### config.mk
export PLATFORM = sky130hd
export DESIGN_NAME = i2c_txn_arbiter
export DESIGN_NICKNAME = d
export VERILOG_FILES = /design/src/rtl/i2c_arb_pkg.sv /design/src/rtl/i2c_rr_pick.sv /design/src/rtl/i2c_txn_arbiter.sv
export SDC_FILE = /design/constraint.sdc
export NUM_CORES = 1
export LEC_CHECK = 0
export CAP_MARGIN = 10
export CORE_MARGIN = 3
export CORE_UTILIZATION = 46
export CTS_BUF_LIST = sky130_fd_sc_hd__clkbuf_2
export CTS_CLUSTER_DIAMETER = 50
export DETAILED_ROUTE_END_ITERATION = 8
export MAX_ROUTING_LAYER = met4
export PLACE_DENSITY = 0.82
export SLEW_MARGIN = 20
export SYNTH_ARGS = -nofsm -noshare
export SYNTH_HDL_FRONTEND = slang
export SYNTH_SLANG_ARGS = --single-unit
### constraint.sdc
create_clock -name CLK -period 3.6 [get_ports CLK]
set_clock_uncertainty 0.15 [all_clocks]
set_input_delay 0.9 -clock CLK [delete_from_list [all_inputs] [get_ports CLK]]
set_output_delay 0.9 -clock CLK [all_outputs]
set_load 0.05 [all_outputs]
### src/rtl/i2c_arb_pkg.sv
// Shared definitions for the I2C transaction arbiter: one-hot FSM state
// constants, transaction field widths and an index-width helper.
package i2c_arb_pkg;

    localparam int unsigned ADDR_W = 7;
    localparam int unsigned DATA_W = 16;

    localparam logic [4:0] ST_IDLE   = 5'b00001;
    localparam logic [4:0] ST_ARB    = 5'b00010;
    localparam logic [4:0] ST_LAUNCH = 5'b00100;
    localparam logic [4:0] ST_WAIT   = 5'b01000;
    localparam logic [4:0] ST_GAP    = 5'b10000;

    // Ceiling log2; bits needed to index 'value' distinct items.
    function automatic int unsigned clog2(input int unsigned value);
        int unsigned r;
        r = 0;
        while ((64'd1 << r) < 64'(value)) begin
            r = r + 1;
        end
        return r;
    endfunction

endpackage

### src/rtl/i2c_rr_pick.sv
// Combinational round-robin selector: starting at ptr_i and wrapping,
// returns the first asserted request as one-hot and as an index.
module i2c_rr_pick
    import i2c_arb_pkg::*;
#(
    parameter int unsigned NREQ  = 4,
    parameter int unsigned IDX_W = clog2(NREQ)
) (
    input  logic [NREQ-1:0]  req_i,
    input  logic [IDX_W-1:0] ptr_i,
    output logic [NREQ-1:0]  onehot_o,
    output logic [IDX_W-1:0] idx_o,
    output logic             valid_o
);

    logic             found;
    logic [IDX_W-1:0] cand;

    // Scan NREQ positions from the pointer upward; the first hit wins.
    always_comb begin
        onehot_o = '0;
        idx_o    = '0;
        found    = 1'b0;
        cand     = '0;
        for (int unsigned k = 0; k < NREQ; k++) begin
            cand = IDX_W'((32'(ptr_i) + k) % NREQ);
            if (!found && req_i[cand]) begin
                found          = 1'b1;
                onehot_o[cand] = 1'b1;
                idx_o          = cand;
            end
        end
    end

    assign valid_o = |req_i;

endmodule

### src/rtl/i2c_txn_arbiter.sv
// Shares one I2C master engine between NREQ requesters. Round-robin grant,
// latched transaction fields, one-cycle start strobe, completion hand-back
// and an enforced bus-free gap. Optional watchdog in WAIT is enabled by
// defining I2C_ARB_TIMEOUT_EN.
module i2c_txn_arbiter
    import i2c_arb_pkg::*;
#(
    parameter int unsigned NREQ        = 4,
    parameter int unsigned GAP_CYC     = 16,
    parameter int unsigned TIMEOUT_CYC = 4096
) (
    input  logic                     CLK,
    input  logic                     RESET,
    input  logic [NREQ-1:0]          REQ,
    input  logic [NREQ-1:0]          REQ_RNW,
    input  logic [NREQ-1:0]          REQ_TWOBYTE,
    input  logic [ADDR_W*NREQ-1:0]   REQ_ADDR,
    input  logic [DATA_W*NREQ-1:0]   REQ_WDATA,
    output logic [NREQ-1:0]          GNT,
    output logic [NREQ-1:0]          DONE,
    output logic [DATA_W-1:0]        RDATA,
    output logic                     ERR,
    output logic                     BUSY,
    output logic                     M_START_STB,
    output logic                     M_RNW,
    output logic                     M_TWOBYTE,
    output logic [ADDR_W-1:0]        M_I2C_ADDR,
    output logic [DATA_W-1:0]        M_WR_DATA,
    input  logic                     M_DONE,
    input  logic                     M_NACK,
    input  logic [DATA_W-1:0]        M_RD_DATA
);

    localparam int unsigned IDX_W   = clog2(NREQ);
    // One counter serves both the GAP count and the WAIT watchdog, so it is
    // sized for the larger of the two limits.
    localparam int unsigned CNT_MAX = (GAP_CYC > TIMEOUT_CYC) ? GAP_CYC : TIMEOUT_CYC;
    localparam int unsigned CNT_W   = clog2(CNT_MAX + 1);

    logic [4:0]        state_q, state_d;
    logic [CNT_W-1:0]  cnt_q, cnt_d;
    logic [IDX_W-1:0]  ptr_q;
    logic [IDX_W-1:0]  owner_q;
    logic [NREQ-1:0]   gnt_q;
    logic [NREQ-1:0]   done_q;
    logic [DATA_W-1:0] rdata_q;
    logic              err_q;
    logic              stb_q;
    logic              m_rnw_q;
    logic              m_twobyte_q;
    logic [ADDR_W-1:0] m_addr_q;
    logic [DATA_W-1:0] m_wdata_q;

    logic [NREQ-1:0]   pick_onehot;
    logic [IDX_W-1:0]  pick_idx;
    logic              pick_valid;
    logic [IDX_W-1:0]  next_ptr;

    logic              arb_win;
    logic              fin;
    logic              tmo;

    logic              sel_rnw;
    logic              sel_twobyte;
    logic [ADDR_W-1:0] sel_addr;
    logic [DATA_W-1:0] sel_wdata;

    i2c_rr_pick #(
        .NREQ  (NREQ),
        .IDX_W (IDX_W)
    ) u_pick (
        .req_i    (REQ),
        .ptr_i    (ptr_q),
        .onehot_o (pick_onehot),
        .idx_o    (pick_idx),
        .valid_o  (pick_valid)
    );

    assign next_ptr = (owner_q == IDX_W'(NREQ - 1)) ? '0 : owner_q + IDX_W'(1);

    // AND-OR mux of the winner's transaction fields using the one-hot pick.
    always_comb begin
        sel_rnw     = 1'b0;
        sel_twobyte = 1'b0;
        sel_addr    = '0;
        sel_wdata   = '0;
        for (int unsigned i = 0; i < NREQ; i++) begin
            sel_rnw     = sel_rnw     | (pick_onehot[i] & REQ_RNW[i]);
            sel_twobyte = sel_twobyte | (pick_onehot[i] & REQ_TWOBYTE[i]);
            sel_addr    = sel_addr    | ({ADDR_W{pick_onehot[i]}} & REQ_ADDR[i*ADDR_W +: ADDR_W]);
            sel_wdata   = sel_wdata   | ({DATA_W{pick_onehot[i]}} & REQ_WDATA[i*DATA_W +: DATA_W]);
        end
    end

    // Next-state, shared counter and transaction event decode.
    always_comb begin
        state_d = state_q;
        cnt_d   = cnt_q;
        arb_win = 1'b0;
        fin     = 1'b0;
        tmo     = 1'b0;
        case (state_q)
            ST_IDLE: begin
                if (|REQ) state_d = ST_ARB;
            end
            ST_ARB: begin
                if (pick_valid) begin
                    arb_win = 1'b1;
                    state_d = ST_LAUNCH;
                end else begin
                    state_d = ST_IDLE;
                end
            end
            ST_LAUNCH: begin
                cnt_d   = '0;
                state_d = ST_WAIT;
            end
            ST_WAIT: begin
`ifdef I2C_ARB_TIMEOUT_EN
                if (M_DONE) begin
                    fin     = 1'b1;
                    cnt_d   = '0;
                    state_d = ST_GAP;
                end else if (cnt_q == CNT_W'(TIMEOUT_CYC - 1)) begin
                    tmo     = 1'b1;
                    cnt_d   = '0;
                    state_d = ST_GAP;
                end else begin
                    cnt_d = cnt_q + CNT_W'(1);
                end
`else
                if (M_DONE) begin
                    fin     = 1'b1;
                    cnt_d   = '0;
                    state_d = ST_GAP;
                end
`endif
            end
            ST_GAP: begin
                if (cnt_q == CNT_W'(GAP_CYC - 1)) begin
                    state_d = ST_IDLE;
                end else begin
                    cnt_d = cnt_q + CNT_W'(1);
                end
            end
            default: state_d = ST_IDLE;
        endcase
    end

    // State, latched master fields and requester-facing status registers.
    always_ff @(posedge CLK) begin
        if (RESET) begin
            state_q     <= ST_IDLE;
            cnt_q       <= '0;
            ptr_q       <= '0;
            owner_q     <= '0;
            gnt_q       <= '0;
            done_q      <= '0;
            rdata_q     <= '0;
            err_q       <= 1'b0;
            stb_q       <= 1'b0;
            m_rnw_q     <= 1'b0;
            m_twobyte_q <= 1'b0;
            m_addr_q    <= '0;
            m_wdata_q   <= '0;
        end else begin
            state_q <= state_d;
            cnt_q   <= cnt_d;
            stb_q   <= arb_win;
            done_q  <= '0;
            if (arb_win) begin
                owner_q     <= pick_idx;
                gnt_q       <= pick_onehot;
                m_rnw_q     <= sel_rnw;
                m_twobyte_q <= sel_twobyte;
                m_addr_q    <= sel_addr;
                m_wdata_q   <= sel_wdata;
            end
            // M_DONE has priority over the watchdog: tmo is only raised when fin is low.
            if (fin || tmo) begin
                done_q <= gnt_q;
                err_q  <= fin ? M_NACK : 1'b1;
                ptr_q  <= next_ptr;
                gnt_q  <= '0;
            end
            if (fin && m_rnw_q) begin
                rdata_q <= M_RD_DATA;
            end
        end
    end

    assign GNT         = gnt_q;
    assign DONE        = done_q;
    assign RDATA       = rdata_q;
    assign ERR         = err_q;
    assign BUSY        = (state_q != ST_IDLE);
    assign M_START_STB = stb_q;
    assign M_RNW       = m_rnw_q;
    assign M_TWOBYTE   = m_twobyte_q;
    assign M_I2C_ADDR  = m_addr_q;
    assign M_WR_DATA   = m_wdata_q;

endmodule

==> results of run 1 <==
## Yosys cell counts (all sizes together) (5+ instances only)
| cell | n | area, um2 |
|---|---|---|
| a221oi | 21 | 183.9 |
| a41oi | 21 | 334.1 |
| mux2i | 5 | 82.58 |
| buf | 20 | 131.4 |
| o21bai | 22 | 165.2 |
| nor4 | 11 | 68.82 |
| clkbuf | 26 | 98.84 |
| nand2 | 121 | 454.2 |
| dfxtp | 73 | 1461 |
| xnor2 | 12 | 105.1 |
| nor3 | 13 | 65.06 |
| nor2 | 31 | 116.4 |
| and2 | 6 | 40.04 |
| a21oi | 62 | 321.6 |
| nand2b | 7 | 43.79 |
| a22o | 21 | 183.9 |
| a21o | 5 | 37.54 |
| ha | 8 | 100.1 |
| nand3 | 13 | 65.06 |
| o21ai | 30 | 150.1 |
| inv | 11 | 41.29 |
## where the power goes
part           internal (mW)  switching (mW)
Clock                  0.102           0.356
Combinational          0.287           0.357
Sequential             0.851          0.0299
## per-layer routing
layer  track usage  routed length [um]  share of wire  vias to the layer above
met5             -                   0              0                        -
met4        0.1324                 533          0.032                        0
met3       0.07526                1633          0.098                       42
met2        0.4710                7916           0.48                      295
met1        0.3246                6513           0.39                     2615
li1              -                   -              -                     2524
## flip-flops by register name (all words and copies together), names as in the netlist
| signal | count |
|---|---|
| M_WR_DATA | 16 |
| RDATA | 16 |
| cnt_q | 13 |
| M_I2C_ADDR | 7 |
| state_q | 5 |
| DONE | 4 |
| GNT | 4 |
| owner_q | 2 |
| ptr_q | 2 |
| ERR | 1 |
| M_RNW | 1 |
| M_START_STB | 1 |
| M_TWOBYTE | 1 |
## logic make-up after synthesis
group,count (synthesis),share of synthesized area
XOR/XNOR,12,0.02230
buffers and inverters,57,0.05762
adder cells (fa/ha/maj),8,0.02124
AO/OA/AOI/OAI,214,0.3532
AND/OR/NAND/NOR,221,0.2100
multiplexers,8,0.02549
flip-flops,73,0.3101
## layout make-up
class / count / area [um2]
Inverter: 11 / 41.29
Multi-Input combinational cell: 463 / 2990
Timing Repair Buffer: 196 / 1917
Clock buffer: 9 / 45.04
Fill cell: 831 / 3186
Clock inverter: 7 / 57.56
Sequential cell: 73 / 1461
Tap cell: 133 / 166.4
## worst max-delay path, cell delays in order, from the launching register on
cell             delay, ps
dfxtp_1                410
nor4_1                 270
nand2_1                150
clkdlybuf4s50_1        730
## final timing paths
| kind | startpoint | endpoint | slack [ps] | cells past startpoint |
|---|---|---|---|---|
| setup / recovery | state_q[1] | BUSY | 430 | 3 |
| hold / removal | RDATA[11] | RDATA[11] | 320 | 2 |
| setup reg to reg | ptr_q[0] | M_WR_DATA[15] | 660 | 9 |
| hold reg to reg | RDATA[11] | RDATA[11] | 320 | 2 |
## metrics by stage
stage          total power [mW]  std cells  instance area, um2  utilization
6_report                  1.984        892                6679       0.6771
5_1_grt                   2.064        892                6679       0.6771
4_1_cts                   1.989        892                6679       0.6771
3_5_place_dp              1.532        876                6576       0.6667
3_3_place_gp              1.518        876                6576       0.6667
2_1_floorplan             1.240        593                4712            -
==> impl_metrics.csv, run 1 <==
group,metric,value,unit
cts,clk_path_buf_depth,2,
pwr,ir_drop,223.7,uV
detailed_routing,drt-wirelength-per-cell,18.61,um
setup_path,cp.required,2550,ps
floorplanning,die_y,107.2,um
logic_synthesis,synth_cell_types,59,
sta,setup_tns,0,ps
setup_path,worst_setup_path_end_kind,"primary output",
logic_synthesis,synth_ff_type,"dfxtp_1",
final_layout,mostFrequentLayoutCell,"clkdlybuf4s50_1",
sta,rsz0062_at_grt,"false",
final_layout,fin_nets,886,
detailed_routing,vias_per_cell,6.139,
sta,layout_setup_ws,434.7,ps
logic_synthesis,async_flop_share,0,
outcome,status,"finished clean",
pwr,power_density,297.0,mW/mm2
final_layout,layout_common_cells,"clkdlybuf4s50_1, nand2_1, dfxtp_1, a21oi_1, nor2_1",
final_layout,final_layout_size_suffix_gt1_frac,0.1001,
global_routing,grt_max_degree,55,
floorplanning,start_util,0.4777,
final_layout,antennaDiodeCount,0,
setup_path,cp_data_arrival_time,2120,ps
global_routing,grt_pass1_vias,5416,
global_routing,antenna_found_initial,0,
logic_synthesis,mappedNetlistArea,0.004712,mm2
cts,cts_buffers,9,
detailed_routing,finalWirelength,16.60,mm
cts,htree_levels,3,
logic_synthesis,synth-warning-count,0,
run,maxCapViolations,0,
logic_synthesis,synth_cells,593,
sta,setup_viol,0,
sta,period_needed,3165,ps
cts,clk_latency,550,ps
detailed_routing,drt_pass1_iterations,7,
sta,hold_viol_final,0,
floorplanning,fp.dieW,107.2,um
sta,relSlewSlack,0.2958,
cts,cts_tree,"done",
cts,post_cts_resized,0,
cts,ctsRootBufferMaster,"clkbuf_2",
logic_synthesis,yosysSeqAreaShare,0.3101,
setup_path,cp-start-kind,"flip-flop",
placed_design,io_buffers,175,
placed_design,gp_congestion,0.8880,
placed_design,detailedPlace.worstSlack,227.9,ps
cts,path_clk_slew,250,ps
detailed_routing,vias,5476,
detailed_routing,drtAntennaViolNets,0,
cts,clkSinkCount,73,
cts,postCtsHoldBufs,0,
sta,max_freq,0.3159,GHz
detailed_routing,drt_iter0_drc,489,
floorplanning,std_cell_rows,36,
sta,drv_slew,0,
sta,fin_hold_ws,320.8,ps
global_routing,grt_pass1_wl,25.97,mm
setup_path,crit_fanout,6,
sta,tightest_slew,1056,ps
pwr,p_leak,2.376,nW
final_layout,area_growth_syn_to_layout,41.74,%
hold_path,hp-class,"reg2reg",
logic_synthesis,synthesis.nets,725,
floorplanning,num_io_pins,176,
setup_path,setup.worst_path.class,"reg2out",
floorplanning,die_area,0.01149,mm2
logic_synthesis,syn_avg_cell_area,7.946,um2
detailed_routing,post-route-drc-count,0,
sta,period_share,0.8793,
placed_design,hpwl,11.75,mm
floorplanning,core,0.009864,mm2
logic_synthesis,ys_ff_latch,73,
global_routing,overflow,0,
logic_synthesis,synth-edff-count,0,
global_routing,groute.usage.overall,0.2859,
cts,cts_setup_buffers,0,
(Power assumes the default switching activity.)
==> run 2: changes to the inputs <==
--- a/config.mk
+++ b/config.mk
@@ -11,3 +11,3 @@
 export CTS_BUF_LIST = sky130_fd_sc_hd__clkbuf_2
-export CTS_CLUSTER_DIAMETER = 50
+export CTS_CLUSTER_DIAMETER = 120
 export DETAILED_ROUTE_END_ITERATION = 8
@@ -15,3 +15,2 @@
 export PLACE_DENSITY = 0.82
-export SLEW_MARGIN = 20
 export SYNTH_ARGS = -nofsm -noshare
--- a/constraint.sdc
+++ b/constraint.sdc
@@ -4,2 +4,2 @@
 set_output_delay 0.9 -clock CLK [all_outputs]
-set_load 0.05 [all_outputs]
+set_load 0.02 [all_outputs]
==> results of run 2 <==
Same layout as run 1 (identical final DEF). Status: finished clean.
Among the figures that moved: setup slack after layout 434.7 ps -> 597.8 ps; total power 1.984 mW -> 1.899 mW; worst IR drop on VDD 223.7 uV -> 223.3 uV
==> run 3: changes to the inputs <==
- CORE_UTILIZATION: 46 -> 42
- PLACE_DENSITY: 0.82 -> 0.79
- clock period: 3.6 -> 2.4 ns (I/O delays scaled with it)
==> run 3 against run 2 <==
Sequential power increased by 50%. Die area increased by 9.0%. Routed wire length increased by 6.3%. Hold slack got worse by 0.52 ps. Count of clock-buffer cells in the layout unchanged. The run now ends with negative setup slack left. Sequential share of layout area decreased by 2.5 points. First-iteration DRC count decreased by 9.4%. Critical path type is now reg2reg. Largest power group unchanged. Worst setup slack got worse by 760 ps. Final area increased by 13%. Via count increased by 2.8%. Register-to-register slack got worse by 830 ps. Utilization increased by 1.9 points.
==> impl_metrics.csv, run 3 (synthesis results as in run 1) <==
group,metric,value,unit
sta,setup_viol,29,
final_layout,fin_nets,932,
floorplanning,start_util,0.4328,
cts,clk_latency,530,ps
setup_path,worst_setup_path_end_kind,"flip-flop",
cts,htree_levels,3,
detailed_routing,drt_iter0_drc,443,
sta,hold_viol_final,0,
sta,rsz0062_at_grt,"true",
global_routing,groute.usage.overall,0.2731,
final_layout,mostFrequentLayoutCell,"clkdlybuf4s50_1",
sta,tightest_slew,533.3,ps
sta,drv_slew,0,
setup_path,crit_fanout,5,
cts,cts_buffers,9,
final_layout,layout_common_cells,"clkdlybuf4s50_1, nand2_1, dfxtp_1, buf_4, a21oi_1",
cts,path_clk_slew,230,ps
setup_path,r2r-start,"ptr_q[0]",
run,maxCapViolations,0,
pwr,p_leak,2.815,nW
hold_path,worst_hold_startpoint,"RDATA[13]",
outcome,status,"complete, but fails checks",
setup_path,r2r_cells,12,
sta,relSlewSlack,0.6445,
placed_design,detailedPlace.worstSlack,-511.9,ps
floorplanning,std_cell_rows,38,
detailed_routing,vias_per_cell,5.965,
setup_path,critical-path-top-delay-family,"buffers and inverters",
final_layout,area_growth_syn_to_layout,60.81,%
cts,clkSinkCount,73,
cts,clk_path_buf_depth,2,
setup_path,r2r_setup_slack,-170,ps
final_layout,final_area,0.007577,mm2
detailed_routing,drtAntennaViolNets,0,
sta,period_share,1.069,
setup_path,critical_path.cell_chain,"clkinvlp_4 -> ha_4 -> mux2i_4 -> mux2_4 -> buf_4 -> o211ai_1 -> a32oi_2 -> buf_6 -> buf_12 -> buf_12 -> nand2_2 -> a41oi_2",
global_routing,grt_pass1_vias,5701,
cts,cts_tree,"done",
setup_path,rr_endpoint,"M_I2C_ADDR[4]",
detailed_routing,drt-wirelength-per-cell,18.69,um
final_layout,final_layout_size_suffix_gt1_frac,0.2413,
pwr,ir_drop,283.2,uV
final_layout,antennaDiodeCount,0,
placed_design,gp_congestion,0.9038,
detailed_routing,finalWirelength,17.65,mm
global_routing,antenna_found_initial,0,
sta,layout_setup_ws,-165.7,ps
cts,ctsRootBufferMaster,"clkbuf_2",
floorplanning,core,0.01089,mm2
floorplanning,die_y,111.9,um
sta,max_freq,0.3898,GHz
global_routing,grt_max_degree,29,
setup_path,crit_buf_inv,5,
outcome,violations,"negative setup slack",
placed_design,dpl_cell_area,0.006987,mm2
floorplanning,die_area,0.01253,mm2
detailed_routing,vias,5631,
detailed_routing,post-route-drc-count,0,
global_routing,overflow,0,
setup_path,crit_top_cell,"buf_12",
placed_design,hpwl,12.07,mm
setup_path,setup.worst_path.class,"reg2reg",
setup_path,cp.required,2740,ps
hold_path,min_to,"RDATA[13]",
final_layout,fillers,879,
setup_path,cp_data_arrival_time,2900,ps
floorplanning,num_io_pins,176,
global_routing,grt_pass1_wl,27.28,mm
final_layout,final_util,0.6959,
pwr,power_density,428.2,mW/mm2
cts,postCtsHoldBufs,0,
floorplanning,fp.dieW,111.9,um
sta,period_needed,2566,ps
setup_path,cp-start-kind,"flip-flop",
placed_design,io_buffers,175,
setup_path,slowest_stage,"dfxtp_2",
setup_path,crit_path_max_incr_delay,390,ps
hold_path,hp-class,"reg2reg",
detailed_routing,drt_pass1_iterations,5,
hold_path,worst_hold_path.num_cells,2,
[run 3: changes by cell type in the layout (fill, tap and decap cells not counted), sizes merged]
cell	delta
buf	+44
clkdlybuf4s50	-6
dlymetal6s2s	+5
inv	-4
bufinv	+3
clkbuf	+3
[run 3: final cells by class]
type / instances / area, um2 / area share
Multi-Input combinational cell: 463 / 3301 / 0.4356
Timing Repair Buffer: 242 / 2429 / 0.3205
Sequential cell: 73 / 1468 / 0.1937
Tap cell: 140 / 175.2 / 0.02312
Clock inverter: 6 / 115.1 / 0.01519
Clock buffer: 9 / 45.04 / 0.005945
Inverter: 11 / 45.04 / 0.005945
[run 3: worst max path at each step]
stage,start,endpoint,slack [ps],cells after the start
2_1_floorplan,ptr_q[0],M_WR_DATA[2],-280,11
3_3_place_gp,REQ[3],M_WR_DATA[1],-450,9
3_5_place_dp,REQ[0],M_I2C_ADDR[3],-510,8
4_1_cts,ptr_q[0],M_I2C_ADDR[5],-130,10
5_1_grt,ptr_q[0],M_I2C_ADDR[2],-290,12
6_report,ptr_q[0],M_I2C_ADDR[4],-170,12
[run 3: report_power, final]
part / internal [mW] / switching (mW) / leakage [nW]
logic: 0.521 / 0.474 / 2.13
registers: 1.28 / 0.0475 / 0.593
clock network: 0.449 / 0.478 / 0.0886
total: 2.25 / 0.999 / 2.82
[run 3: timing repair]
item / 4_1_cts / 5_1_grt
endpoints found under the setup margin: 27 / 35
buffers inserted: 9 / 0
gates cloned: 3 / 3
pin swaps: 7 / 4
resized for setup: 43 / 32
[run 3: worst min-delay path, delay by kind of cell (launching register included)]
| family | cells | cell delay, ps |
|---|---|---|
| AO/OA/AOI/OAI | 1 | 50 |
| AND/OR/NAND/NOR | 1 | 50 |
| flip-flops | 1 | 360 |
[run 3: metal layers]
layer | vias up | part of all wire | track usage | routed length (um)
met1 | 2664 | 0.40 | 0.3295 | 7031
li1 | 2614 | - | - | -
met2 | 294 | 0.49 | 0.4448 | 8587
met5 | - | 0 | - | 0
met4 | 0 | 0.039 | 0.1298 | 688
met3 | 59 | 0.076 | 0.04402 | 1338
[run 3: metrics by stage]
step / cells / power, mW / setup TNS, ps / hold slack (ps)
3_3_place_gp: 915 / 2.219 / -12090 / 293.1
2_1_floorplan: 593 / 1.743 / -6825 / 311.3
5_1_grt: 944 / 3.362 / -6822 / 340.8
3_5_place_dp: 915 / 2.241 / -14040 / 295.3
4_1_cts: 942 / 3.218 / -2680 / 319.8
6_report: 944 / 3.245 / -3371 / 320.3
